[config.mk]
export PLATFORM = sky130hd
export DESIGN_NAME = systolic_feeder
export DESIGN_NICKNAME = d
export VERILOG_FILES = /design/src/rtl/systolic_feeder_pkg.sv /design/src/rtl/systolic_feeder_skew_buffer.sv /design/src/rtl/systolic_feeder.sv
export SDC_FILE = /design/constraint.sdc
export NUM_CORES = 1
export LEC_CHECK = 0
export ABC_AREA = 1
export CORE_ASPECT_RATIO = 0.5
export CORE_MARGIN = 3
export CORE_UTILIZATION = 55
export DETAILED_ROUTE_END_ITERATION = 12
export PLACE_DENSITY = 0.85
export SETUP_SLACK_MARGIN = 0.5
export SKIP_CTS_REPAIR_TIMING = 1
export SLEW_MARGIN = 40
export SYNTH_ARGS = -nofsm -noshare
export SYNTH_HDL_FRONTEND = slang
export SYNTH_HIERARCHICAL = 1
export SYNTH_SLANG_ARGS = --single-unit
[constraint.sdc]
create_clock -name clk -period 5.9 [get_ports clk]
set_input_delay 1.475 -clock clk [delete_from_list [all_inputs] [get_ports clk]]
set_output_delay 1.475 -clock clk [all_outputs]
set_load 0.05 [all_outputs]
[src/rtl/systolic_feeder_pkg.sv]
// Shared types and constants for the systolic array operand feeder.
package systolic_feeder_pkg;

   typedef enum logic [2:0] {
      ST_LOAD,
      ST_CLEAR,
      ST_FEED,
      ST_DRAIN,
      ST_DONE
   } state_t;

   // Feed cycles needed to push N skewed operands through an N x N array.
   function automatic int FEED_LEN(input int n);
      return 3 * n - 2;
   endfunction

   // Bits needed to count 0..max_val, never fewer than one.
   function automatic int cnt_w(input int max_val);
      return (max_val < 2) ? 1 : $clog2(max_val + 1);
   endfunction

endpackage

[src/rtl/systolic_feeder_skew_buffer.sv]
// N x N operand store, written one vector per beat, read back as the
// diagonal (skewed) vector for feed index t: element i = mem[t-i][i].
module skew_buffer
   import systolic_feeder_pkg::*;
#(
   parameter int WIDTH = 16,
   parameter int N     = 3
) (
   input  logic                        clk,
   input  logic                        we,
   input  logic [cnt_w(N-1)-1:0]       wr_idx,
   input  logic [N*WIDTH-1:0]          wr_data,
   input  logic [cnt_w(FEED_LEN(N)-1)-1:0] rd_t,
   output logic [N*WIDTH-1:0]          rd_data
);
   localparam int IW = cnt_w(N - 1);

   logic [N*WIDTH-1:0] mem [N];

   // NOTE: the operand store has no reset; a job always rewrites every entry before it is read.
   always_ff @(posedge clk) begin
      if (we) mem[wr_idx] <= wr_data;
   end

   // The same diagonal read serves A (stored by column) and B (stored by row).
   always_comb begin
      int d;
      d       = 0;
      rd_data = '0;
      for (int i = 0; i < N; i++) begin
         d = int'(rd_t) - i;
         if (d >= 0 && d < N) rd_data[i*WIDTH +: WIDTH] = mem[IW'(d)][i*WIDTH +: WIDTH];
      end
   end

endmodule

[src/rtl/systolic_feeder.sv]
// Loads A columns / B rows, then streams them skewed into an N x N systolic array.
// Optional ping-pong buffering: define SYSTOLIC_FEEDER_DOUBLE_BUF_EN.
module systolic_feeder
   import systolic_feeder_pkg::*;
#(
   parameter int WIDTH        = 16,
   parameter int N            = 3,
   parameter int DRAIN_CYCLES = 2
) (
   input  logic               clk,
   input  logic               rst_n,
   input  logic               in_valid,
   output logic               in_ready,
   input  logic [N*WIDTH-1:0] a_col,
   input  logic [N*WIDTH-1:0] b_row,
   output logic [N*WIDTH-1:0] row,
   output logic [N*WIDTH-1:0] col,
   output logic               acc_clr,
   output logic               busy,
   output logic               done
);
   localparam int IW = cnt_w(N - 1);
   localparam int TW = cnt_w(FEED_LEN(N) - 1);
   localparam int DW = cnt_w(DRAIN_CYCLES - 1);

   state_t          state, state_nx;
   logic            started;
   logic [IW-1:0]   beat_cnt;
   logic [TW-1:0]   feed_cnt;
   logic [DW-1:0]   drain_cnt;
   logic            accept, last_beat, feed_last, drain_last;
   logic            job_ready, next_ready;
   logic [TW-1:0]   rd_t;
   logic [N*WIDTH-1:0] a_skew, b_skew;

   assign accept     = in_valid && in_ready;
   assign last_beat  = accept && (beat_cnt == IW'(N - 1));
   assign feed_last  = (feed_cnt == TW'(FEED_LEN(N) - 1));
   assign drain_last = (drain_cnt == DW'(DRAIN_CYCLES - 1));
   // Registered outputs are loaded one cycle ahead with the next feed index.
   assign rd_t       = (state == ST_FEED) ? feed_cnt + TW'(1) : '0;

`ifdef SYSTOLIC_FEEDER_DOUBLE_BUF_EN
   logic               fill_sel, feed_sel;
   logic [1:0]         full;
   logic [N*WIDTH-1:0] a_rd0, a_rd1, b_rd0, b_rd1;

   assign in_ready   = started && !full[fill_sel];
   assign job_ready  = full[feed_sel] || (last_beat && (fill_sel == feed_sel));
   assign next_ready = full[!feed_sel] || (last_beat && (fill_sel != feed_sel));
   assign a_skew     = feed_sel ? a_rd1 : a_rd0;
   assign b_skew     = feed_sel ? b_rd1 : b_rd0;

   // Different banks: a bank being fed is full, so it is never the fill target.
   always_ff @(posedge clk or negedge rst_n) begin
      if (!rst_n) begin
         fill_sel <= 1'b0;
         feed_sel <= 1'b0;
         full     <= 2'b00;
      end else begin
         if (last_beat) begin
            full[fill_sel] <= 1'b1;
            fill_sel       <= !fill_sel;
         end
         if (state == ST_DONE) begin
            full[feed_sel] <= 1'b0;
            feed_sel       <= !feed_sel;
         end
      end
   end

   skew_buffer #(.WIDTH(WIDTH), .N(N)) u_a0 (.clk(clk), .we(accept && !fill_sel), .wr_idx(beat_cnt),
                                            .wr_data(a_col), .rd_t(rd_t), .rd_data(a_rd0));
   skew_buffer #(.WIDTH(WIDTH), .N(N)) u_a1 (.clk(clk), .we(accept && fill_sel), .wr_idx(beat_cnt),
                                            .wr_data(a_col), .rd_t(rd_t), .rd_data(a_rd1));
   skew_buffer #(.WIDTH(WIDTH), .N(N)) u_b0 (.clk(clk), .we(accept && !fill_sel), .wr_idx(beat_cnt),
                                            .wr_data(b_row), .rd_t(rd_t), .rd_data(b_rd0));
   skew_buffer #(.WIDTH(WIDTH), .N(N)) u_b1 (.clk(clk), .we(accept && fill_sel), .wr_idx(beat_cnt),
                                            .wr_data(b_row), .rd_t(rd_t), .rd_data(b_rd1));
`else
   assign in_ready   = started && (state == ST_LOAD);
   assign job_ready  = last_beat;
   assign next_ready = 1'b0;

   skew_buffer #(.WIDTH(WIDTH), .N(N)) u_a (.clk(clk), .we(accept), .wr_idx(beat_cnt),
                                           .wr_data(a_col), .rd_t(rd_t), .rd_data(a_skew));
   skew_buffer #(.WIDTH(WIDTH), .N(N)) u_b (.clk(clk), .we(accept), .wr_idx(beat_cnt),
                                           .wr_data(b_row), .rd_t(rd_t), .rd_data(b_skew));
`endif

   // NOTE: state_nx is defaulted before the case so no path leaves it unassigned (no latch).
   always_comb begin
      state_nx = state;
      unique case (state)
         ST_LOAD:  if (job_ready) state_nx = ST_CLEAR;
         ST_CLEAR: state_nx = ST_FEED;
         ST_FEED:  if (feed_last) state_nx = (DRAIN_CYCLES == 0) ? ST_DONE : ST_DRAIN;
         ST_DRAIN: if (drain_last) state_nx = ST_DONE;
         ST_DONE:  state_nx = next_ready ? ST_CLEAR : ST_LOAD;
         default:  state_nx = ST_LOAD;
      endcase
   end

   always_ff @(posedge clk or negedge rst_n) begin
      if (!rst_n) begin
         state     <= ST_LOAD;
         started   <= 1'b0;
         beat_cnt  <= '0;
         feed_cnt  <= '0;
         drain_cnt <= '0;
         row       <= '0;
         col       <= '0;
      end else begin
         state   <= state_nx;
         started <= 1'b1;
         if (accept)            beat_cnt  <= last_beat ? '0 : beat_cnt + IW'(1);
         if (state == ST_FEED)  feed_cnt  <= feed_last ? '0 : feed_cnt + TW'(1);
         if (state == ST_DRAIN) drain_cnt <= drain_last ? '0 : drain_cnt + DW'(1);
         if (state == ST_CLEAR || (state == ST_FEED && !feed_last)) begin
            row <= a_skew;
            col <= b_skew;
         end else begin
            row <= '0;
            col <= '0;
         end
      end
   end

   assign acc_clr = (state == ST_CLEAR);
   assign busy    = (state == ST_CLEAR) || (state == ST_FEED) || (state == ST_DRAIN);
   assign done    = (state == ST_DONE);

endmodule

**After elaboration in Yosys (flattened, before gate mapping)**

Memories as Yosys holds them, arrays and structs flattened.
Cells that the tools add are included.

- Flip-flop bits (word level): 106
- RAM bits: 288
- Bits of input ports: 99
- Output and inout port bits: 100
- Logic and storage cells: 60
- Memories kept: 2

Memories:

| name | depth | bits a word | rd ports | clocked after Yosys merged registers in | wr ports | line | RTL |
|---|---|---|---|---|---|---|---|
| u_a.mem | 3 | 48 | 3 | 0 | 1 | systolic_feeder_skew_buffer.sv:18 | `logic [N*WIDTH-1:0] mem [N];` |
| u_b.mem | 3 | 48 | 3 | 0 | 1 | systolic_feeder_skew_buffer.sv:18 |  |

- Add/subtract/negate cells: 5
- $lt $le $gt $ge: 6
- Equality and inequality tests: 9
- Mux-type cells: 18
- Reduce and logical (&&, ||, !) cells: 13

Operators by type and width:

| operator | count |
|---|---|
| two-way mux 16 bit | 6 |
| two-way mux 48 bit | 2 |
| >= comparator 32 x 1 -> 1 bit (second input constant) | 2 |
| less-than comparator 32 x 3 -> 1 bit (second input constant) | 2 |
| two-way mux 3 bit | 5 |
| case mux 3 bit (4 select lines) | 1 |
| logical AND 1 bit | 7 |
| == test 3 x 2 -> 1 bit (second input constant) | 2 |
| == test 3 bit (second input constant) | 2 |
| != test 2 bit (second input constant) | 3 |
| subtractor 3 x 1 -> 4 bit (second input constant) | 1 |
| subtractor 3 x 2 -> 4 bit (second input constant) | 1 |
| adder 3 x 1 -> 3 bit (second input constant) | 1 |
| == test 3 x 1 -> 1 bit (second input constant) | 1 |
| >= comparator 3 x 1 -> 1 bit (second input constant) | 1 |
| logical NOT 3 bit | 1 |
| logical OR 1 bit | 3 |
| less-than comparator 3 x 2 -> 1 bit (second input constant) | 1 |
| two-way mux 1 bit | 3 |
| AND reduction 3 bit | 1 |
| adder 2 x 1 -> 2 bit (second input constant) | 1 |
| == test 2 bit (second input constant) | 1 |
| two-way mux 2 bit | 1 |
| adder 1 bit (second input constant) | 1 |
| logical NOT 1 bit | 1 |

**Depth between registers and ports, before layout**

Gate-level depths: netlist of the first run.

- Depth after elaboration: 7
- Mapped depth: 19

**Modules after synthesis**

The synthesis of the first run kept the hierarchy.

Modules (own cells, without submodules):

| module | instances | cells an instance | area each (sq um) | seq. area each (sq um) |
|---|---|---|---|---|
| skew_buffer (u_b) | 1 | 530 | 5943.2 | 4324.1 |
| skew_buffer (u_a) | 1 | 530 | 5936.9 | 4324.1 |
| systolic_feeder | 1 | 369 | 4107.7 | 2652.5 |

**Worst setup path before layout of the first run**

No wires, ideal clock.

- Path type: input to register
- From: in in_valid
- To: mem u_a/mem[0][0] (netlist bit) (enable)
- Library setup time: 0.523 ns
- Arrival time: 5.329 ns
- Setup slack: 0.048 ns
- Stages: 3
- Cells stage by stage: nand4_1 -> inv_1 -> nor3b_1

- Word-level cells in the longest chain between the ends: 3

RTL lines:

| element | line | RTL |
|---|---|---|
| start: declaration | systolic_feeder.sv:12 | `input logic in_valid,` |
| logical AND 1 bit | systolic_feeder.sv:36 | `assign accept = in_valid && in_ready;` |
| named net accept | systolic_feeder.sv:31 | `logic accept, last_beat, feed_last, drain_last;` |
| two-way mux 1 bit | systolic_feeder_skew_buffer.sv:22 | `if (we) mem[wr_idx] <= wr_data;` |
| two-way mux 1 bit (implied by the code) | systolic_feeder_skew_buffer.sv:22 |  |
| end: declaration | systolic_feeder_skew_buffer.sv:18 |  |

The timed path passes the listed nets, and every way through them passes these cells.

**Worst setup path after layout of the first run**

- From: reg state[2]
- To: out busy

- Word-level cells in the longest chain between the ends: 3
- Elaborated cells between the ends (all ways): 5
- Classes of those cells: 3 x eq/ne; 2 x reduce/logical

RTL lines:

| element | line | RTL |
|---|---|---|
| start: declaration | systolic_feeder.sv:26 | `state_t state, state_nx;` |
| start signal: assignment | systolic_feeder.sv:114 | `state <= state_nx;` |
| == test 3 x 1 -> 1 bit / == test 3 x 2 -> 1 bit (equally long branches) | systolic_feeder.sv:130 | `assign busy = (state == ST_CLEAR) \|\| (state == ST_FEED) \|\| (state == ST_DRAIN);` |
| logical OR 1 bit | systolic_feeder.sv:130 |  |
| logical OR 1 bit (*) | systolic_feeder.sv:130 |  |
| end: declaration | systolic_feeder.sv:19 | `output logic busy,` |

Mark *: on every way between the ends. The rest lies on a longest branch, timed or not.

==> metrics.txt, run 1 <==
post-synthesis register bit count=between 300 and 400; most frequent cells in the layout=nand2_1 (317), edfxtp_1 (288), inv_1 (248); Die Height=approximately 130 um; H-Tree Depth=2; num rows=43; Synth Warn #=6; status=complete, no violations; clk_lat worst skew=between 0.5 and 0.6 ns; initial antenna violation count=2; Post-Syn Instances=between 1000 and 1500; Via density=roughly 5.0; pin count of the biggest net entering global routing=67; Clock Tree Buf Depth=3; GRT overflow=0; Setup TNS=0 ns; register area share after synthesis=70.68%; final setup violation count=0; drt first-iter violations=~840; cts bufs inserted=35; Worst Reg-to-Reg Cells=16; top post-synthesis cells by area=edfxtp_1 (54%), dfrtp_1 (17%), nand2_1 (7.4%), inv_1 (5.9%), nor2_1 (4.6%); CP Class=flop to output pin; final worst-path cycle share=~65%; Reg2Reg Launch Point=state[2]; Worst Skew=~0.017 ns; Fin. Hold Viols=0; total global-route track usage=a little over a fifth; Netlist cell types=30; P_leak=between 8 and 9 nW; routed len/inst=about 17 um; final antenna-violating net count=0; clk sinks=a little under 400; asr flop ratio synth=26.90%; die width=247.1 um; CP endpoint kind=output pin; synthesized net count=1543; Synth Area per Inst=about 11 um2; CP required=roughly 4.4 ns; TritonRoute pass-1 iters=5; Final Non-Filler Cells=2034; layout cells sized above 1=8.121%; vias=between 10000 and 15000; core area=~0.028 mm2; vias in the first global route=10240; Total Routed Length=33.94 mm; final setup margin=2.047 ns; final net count=between 1500 and 2000; worst rel slew slack=approximately 48%; startpoint types=flop; post-layout util=69.62%; first-pass GRT wire length=about 53 mm; largest vdd supply drop=327.4 uV; Least-Margin Pin Slew=between 0.7 and 0.8 ns; Post-Syn Area=approximately 0.016 mm2; Hold Path Cell Cnt=2; input/output buffers=between 150 and 200; RSZ-0062 raised after global routing=false; FF-to-FF End=row[47]; hold path endpoint=drain_cnt; dpl hpwl=approximately 21 mm; Pins Over Slew Limit=0; post-layout min period=just under 4 ns; synthesis-to-finish area growth=22.52%; Worst-path clk slew=about 0.070 ns; Power per Cell Area=500.5 mW/mm2; CTS root buffer=clkbuf_16; Synth top area share=between 50 and 60%; EDFF count, synth=between 200 and 300; R2R Setup Slk=~2.3 ns; Inst Count DP=~2000; I/O pins=199; Post-synth top flop=edfxtp_1; pre-CTS setup slack=1.909 ns; die area=roughly 0.031 mm2; max-cap viol count=0; # DRC=0; commonest non-fill, non-tap cell in the layout=nand2_1; Starting Density=56.82%; HP Start=drain_cnt; Crit path arrival time=2.38 ns; Synth area leader=edfxtp_1; CTS tree=built; worst hold path class=flop to flop; final RePlAce weighted congestion=~0.8; crit path max fanout=7; Max Freq=between 200 and 300 MHz
## worst max path at each step
stage | slack, ns | to | from
final | 2.05 | busy | state[2]
after global routing | 1.94 | busy | state[0]
after global placement | 1.76 | row[29] | feed_cnt[0]
after detailed placement | 1.91 | u_a/mem[1][21] | in_valid
after CTS | 1.95 | row[31] | feed_cnt[0]
after floorplan | 1.61 | u_a/mem[2][0] | in_valid
## cell type report
type / instances / area, um2
Inverter: 256 / 968.4
Sequential cell: 394 / 11300
Clock inverter: 13 / 200.2
Clock buffer: 48 / 997.2
Multi-Input combinational cell: 723 / 3446
Timing Repair Buffer: 216 / 2193
Antenna cell: 2 / 5.005
Tap cell: 382 / 478.0
Fill cell: 1870 / 8549
## synth_stat cells (4+ instances only)
library cell and number:
nor2_1 198, a21oi_1 33, dfrtp_1 106, buf_12 4, nand2_1 317, edfxtp_1 288
buf_4 6, o21ai_0 5, ha_1 15, inv_2 5, buf_2 29, nor2_4 41
nand3_1 98, inv_1 250, clkbuf_1 15
## kinds of logic (layout without fill, tap and decap cells)
logic type | after synthesis | count (layout) | synth area share (%)
AND/OR/NAND/NOR | 664 | 664 | 18.50
flip-flops | 394 | 394 | 70.68
buffers and inverters | 312 | 533 | 8.186
AO/OA/AOI/OAI | 42 | 42 | 1.377
adder cells (fa/ha/maj) | 15 | 15 | 1.174
other | 1 | 3 | 0.02346
XOR/XNOR | 1 | 1 | 0.05479
## state kept, by name (all words and copies together), names as in the netlist, 2 cells and up
signal and count:
beat_cnt 2, col 48, feed_cnt 3, row 48, state 3, u_a/mem 144
u_b/mem 144
## stage by stage
stage / area (um2) / hold slack [ns] / total power, mW
after global routing: 19590 / 0.5401 / 10.40
final: 19590 / 0.4915 / 9.803
after floorplan: 16000 / 0.4419 / 6.471
after global placement: 18260 / 0.4540 / 7.285
after detailed placement: 18340 / 0.4797 / 7.416
after CTS: 19540 / 0.5013 / 9.845
## where the power goes
part | switching (mW) | internal (mW)
registers | 0.111 | 3.25
clock network | 0.982 | 1.41
logic | 2.89 | 1.16
total | 3.98 | 5.82
## critical path, cell delays in order (launching register included)
cell and delay, ns:
dfrtp_1 0.41, inv_2 0.08, nand2_2 0.06, nor2_4 0.11, inv_1 0.16, nand2_1 0.11
inv_1 0.06, nand2_1 0.07, clkdlybuf4s50_1 0.80
## layer usage
| layer | global-route usage, % | vias up | share of wire (%) |
|---|---|---|---|
| met2 | 38.34 | 336 | 52 |
| met3 | 4.225 | 82 | 5.8 |
| met1 | 26.92 | 4872 | 39 |
| li1 | - | 4867 | - |
| met4 | 9.407 | 0 | 3.3 |
| met5 | 0 | - | 0 |
Power figures use the tool's default switching activity.
==> inputs of run 2 (changes only) <==
CORE_UTILIZATION = 50   (was 55)
PLACE_DENSITY = 0.82   (was 0.85)
clock period = 3.31 ns   (was 5.9 ns; I/O delays follow)
==> run 2 against run 1 <==
Power up 79%. Non-clock buffer count up 20. Utilization down 5.4 points. First-iteration DRC count down 12%. Clock-buffer cell count up 3. Largest cell class unchanged. Sequential power up 78%.
==> metrics.txt, run 2 (synthesis results as in run 1) <==
Power Total=17.59 mW; Starting Density=between 50% and 60%; Int Power=between 10 and 15 mW; die width=~260 um; Crit path arrival time=1.96 ns; Max Freq=359.2 MHz; final antenna-violating net count=0; final RePlAce weighted congestion=0.7382; Clock Tree Buf Depth=3; TritonRoute pass-1 iters=5; routed len/inst=approximately 16 um; initial antenna violation count=4; Setup TNS=0 ns; drt first-iter violations=roughly 750; Largest regs=u_a/mem: 144 flops, u_b/mem: 144 flops; Least-Margin Pin Slew=~0.75 ns; first-pass GRT wire length=between 50 and 60 mm; Via density=slightly below 5; total global-route track usage=between 10% and 20%; Worst-path clk slew=~0.060 ns; commonest non-fill, non-tap cell in the layout=nand2_1; fraction of power spent switching nets=40.73%; Pins Over Slew Limit=0; final worst-path cycle share=between 80 and 90%; Filler cells=between 2000 and 2500; pin count of the biggest net entering global routing=54; dpl hpwl=between 20 and 25 mm; # DRC=0; status=complete, no violations; clock power share=23.3%; part of the power in combinational logic=between 40% and 50%; worst hold path class=input pin to asynchronous set/reset pin; P_leak=8.284 nW; CP required=2.48 ns; GRT overflow=0; H-Tree Depth=2; core area=0.03091 mm2; CP endpoint kind=output pin; Fin. Hold Viols=0; final setup violation count=0; Die Height=around 130 um; largest vdd supply drop=509.3 uV; clk_lat worst skew=~0.52 ns; CP Class=flop to output pin; layout cells sized above 1=around a tenth; vias=10110; clk sinks=just under 400; num rows=45; Flop pwr share=between 30% and 40%; worst rel slew slack=between 40% and 50%; RSZ-0062 raised after global routing=true; crit path max fanout=5; vias in the first global route=9892; synthesis-to-finish area growth=24.09%; max-cap viol count=0; Worst Skew=roughly 0.016 ns; die area=~0.034 mm2; I/O pins=about 200; post-layout min period=between 2 and 3 ns; Psw=7.166 mW; startpoint types=flop; Total Routed Length=around 33 mm; most frequent cells in the layout=nand2_1 (315), edfxtp_1 (288), inv_1 (244); final net count=roughly 1800; CTS tree=built; input/output buffers=slightly below 200; CTS root buffer=clkbuf_16; Power per Cell Area=about 890 mW/mm2; cts bufs inserted=35
## run 2: cell types whose count changed in the layout (fill, tap and decap cells not counted), moves of 3 or more
cell / delta
buf_4: +16
buf_12: +8
bufinv_16: -4
clkdlybuf4s50_1: -4
clkinv_2: +4
inv_1: -4
buf_8: -3
clkbuf_8: +3
dlymetal6s2s_1: +3
## run 2: power groups by stage
stage                     combinational (mW)  sequential, mW  clock [mW]
after global placement                  7.11            6.08           0
after global routing                    8.23            6.04        4.41
after floorplan                         4.67            6.87           0
after CTS                               7.35            6.00        4.18
after detailed placement                7.28            6.10           0
final                                   7.49            5.99        4.11
## run 2: routing by layer
metal  up-vias  GRT usage [%]  part of all wire, %
li1       4917              -                    -
met1      4925          23.14                   39
met2       209          35.87                   54
met3        58          3.270                  4.2
met4         0          6.719                  2.3
met5         -              0                    0
## run 2: worst max-delay path, stage by stage (launching register included)
cell and delay (ns):
dfrtp_1 0.40, inv_2 0.08, nand2_2 0.07, nor2_4 0.13
clkinvlp_4 0.16, nand2_1 0.08, inv_1 0.06, nand2_1 0.05
dlymetal6s2s_1 0.41
## run 2: per-stage QoR
| stage | hold WS, ns | cells | setup slack (ns) | cell area, um2 | util [%] |
|---|---|---|---|---|---|
| finish | 0.2678 | 2099 | 0.5258 | 19840 | 64.18 |
| global route | 0.2939 | 2099 | 0.4041 | 19840 | 64.18 |
| CTS | 0.3833 | 2086 | 0.1040 | 19700 | 63.72 |
| detailed placement | 0.4604 | 2023 | 0.4269 | 18530 | 59.94 |
| global placement | 0.4542 | 2023 | 0.6409 | 18530 | 59.94 |
| floorplan | 0.4419 | 1429 | 0.4702 | 16020 | - |
## run 2: final cells by class
type	instances	area, um2	share of cell area (%)
Sequential cell	394	11300	56.97
Timing Repair Buffer	236	2387	12.03
Clock inverter	12	88.84	0.4478
Clock buffer	51	1081	5.449
Antenna cell	4	10.01	0.05045
Inverter	256	977.2	4.926
Tap cell	423	529.3	2.668
Multi-Input combinational cell	723	3463	17.46
## run 2: worst paths after layout
| check | from | end | slack, ns | cells after the start |
|---|---|---|---|---|
| min in group clk | drain_cnt | drain_cnt | 0.48 | 2 |
| min | rst_n | row[47] | 0.27 | 1 |
| max reg2reg | state[2] | row[42] | 0.57 | 18 |
| max in group asynchronous | rst_n | col[25] | 2.41 | 2 |
| min reg2reg | drain_cnt | drain_cnt | 0.48 | 2 |
| max | state[2] | busy | 0.53 | 8 |
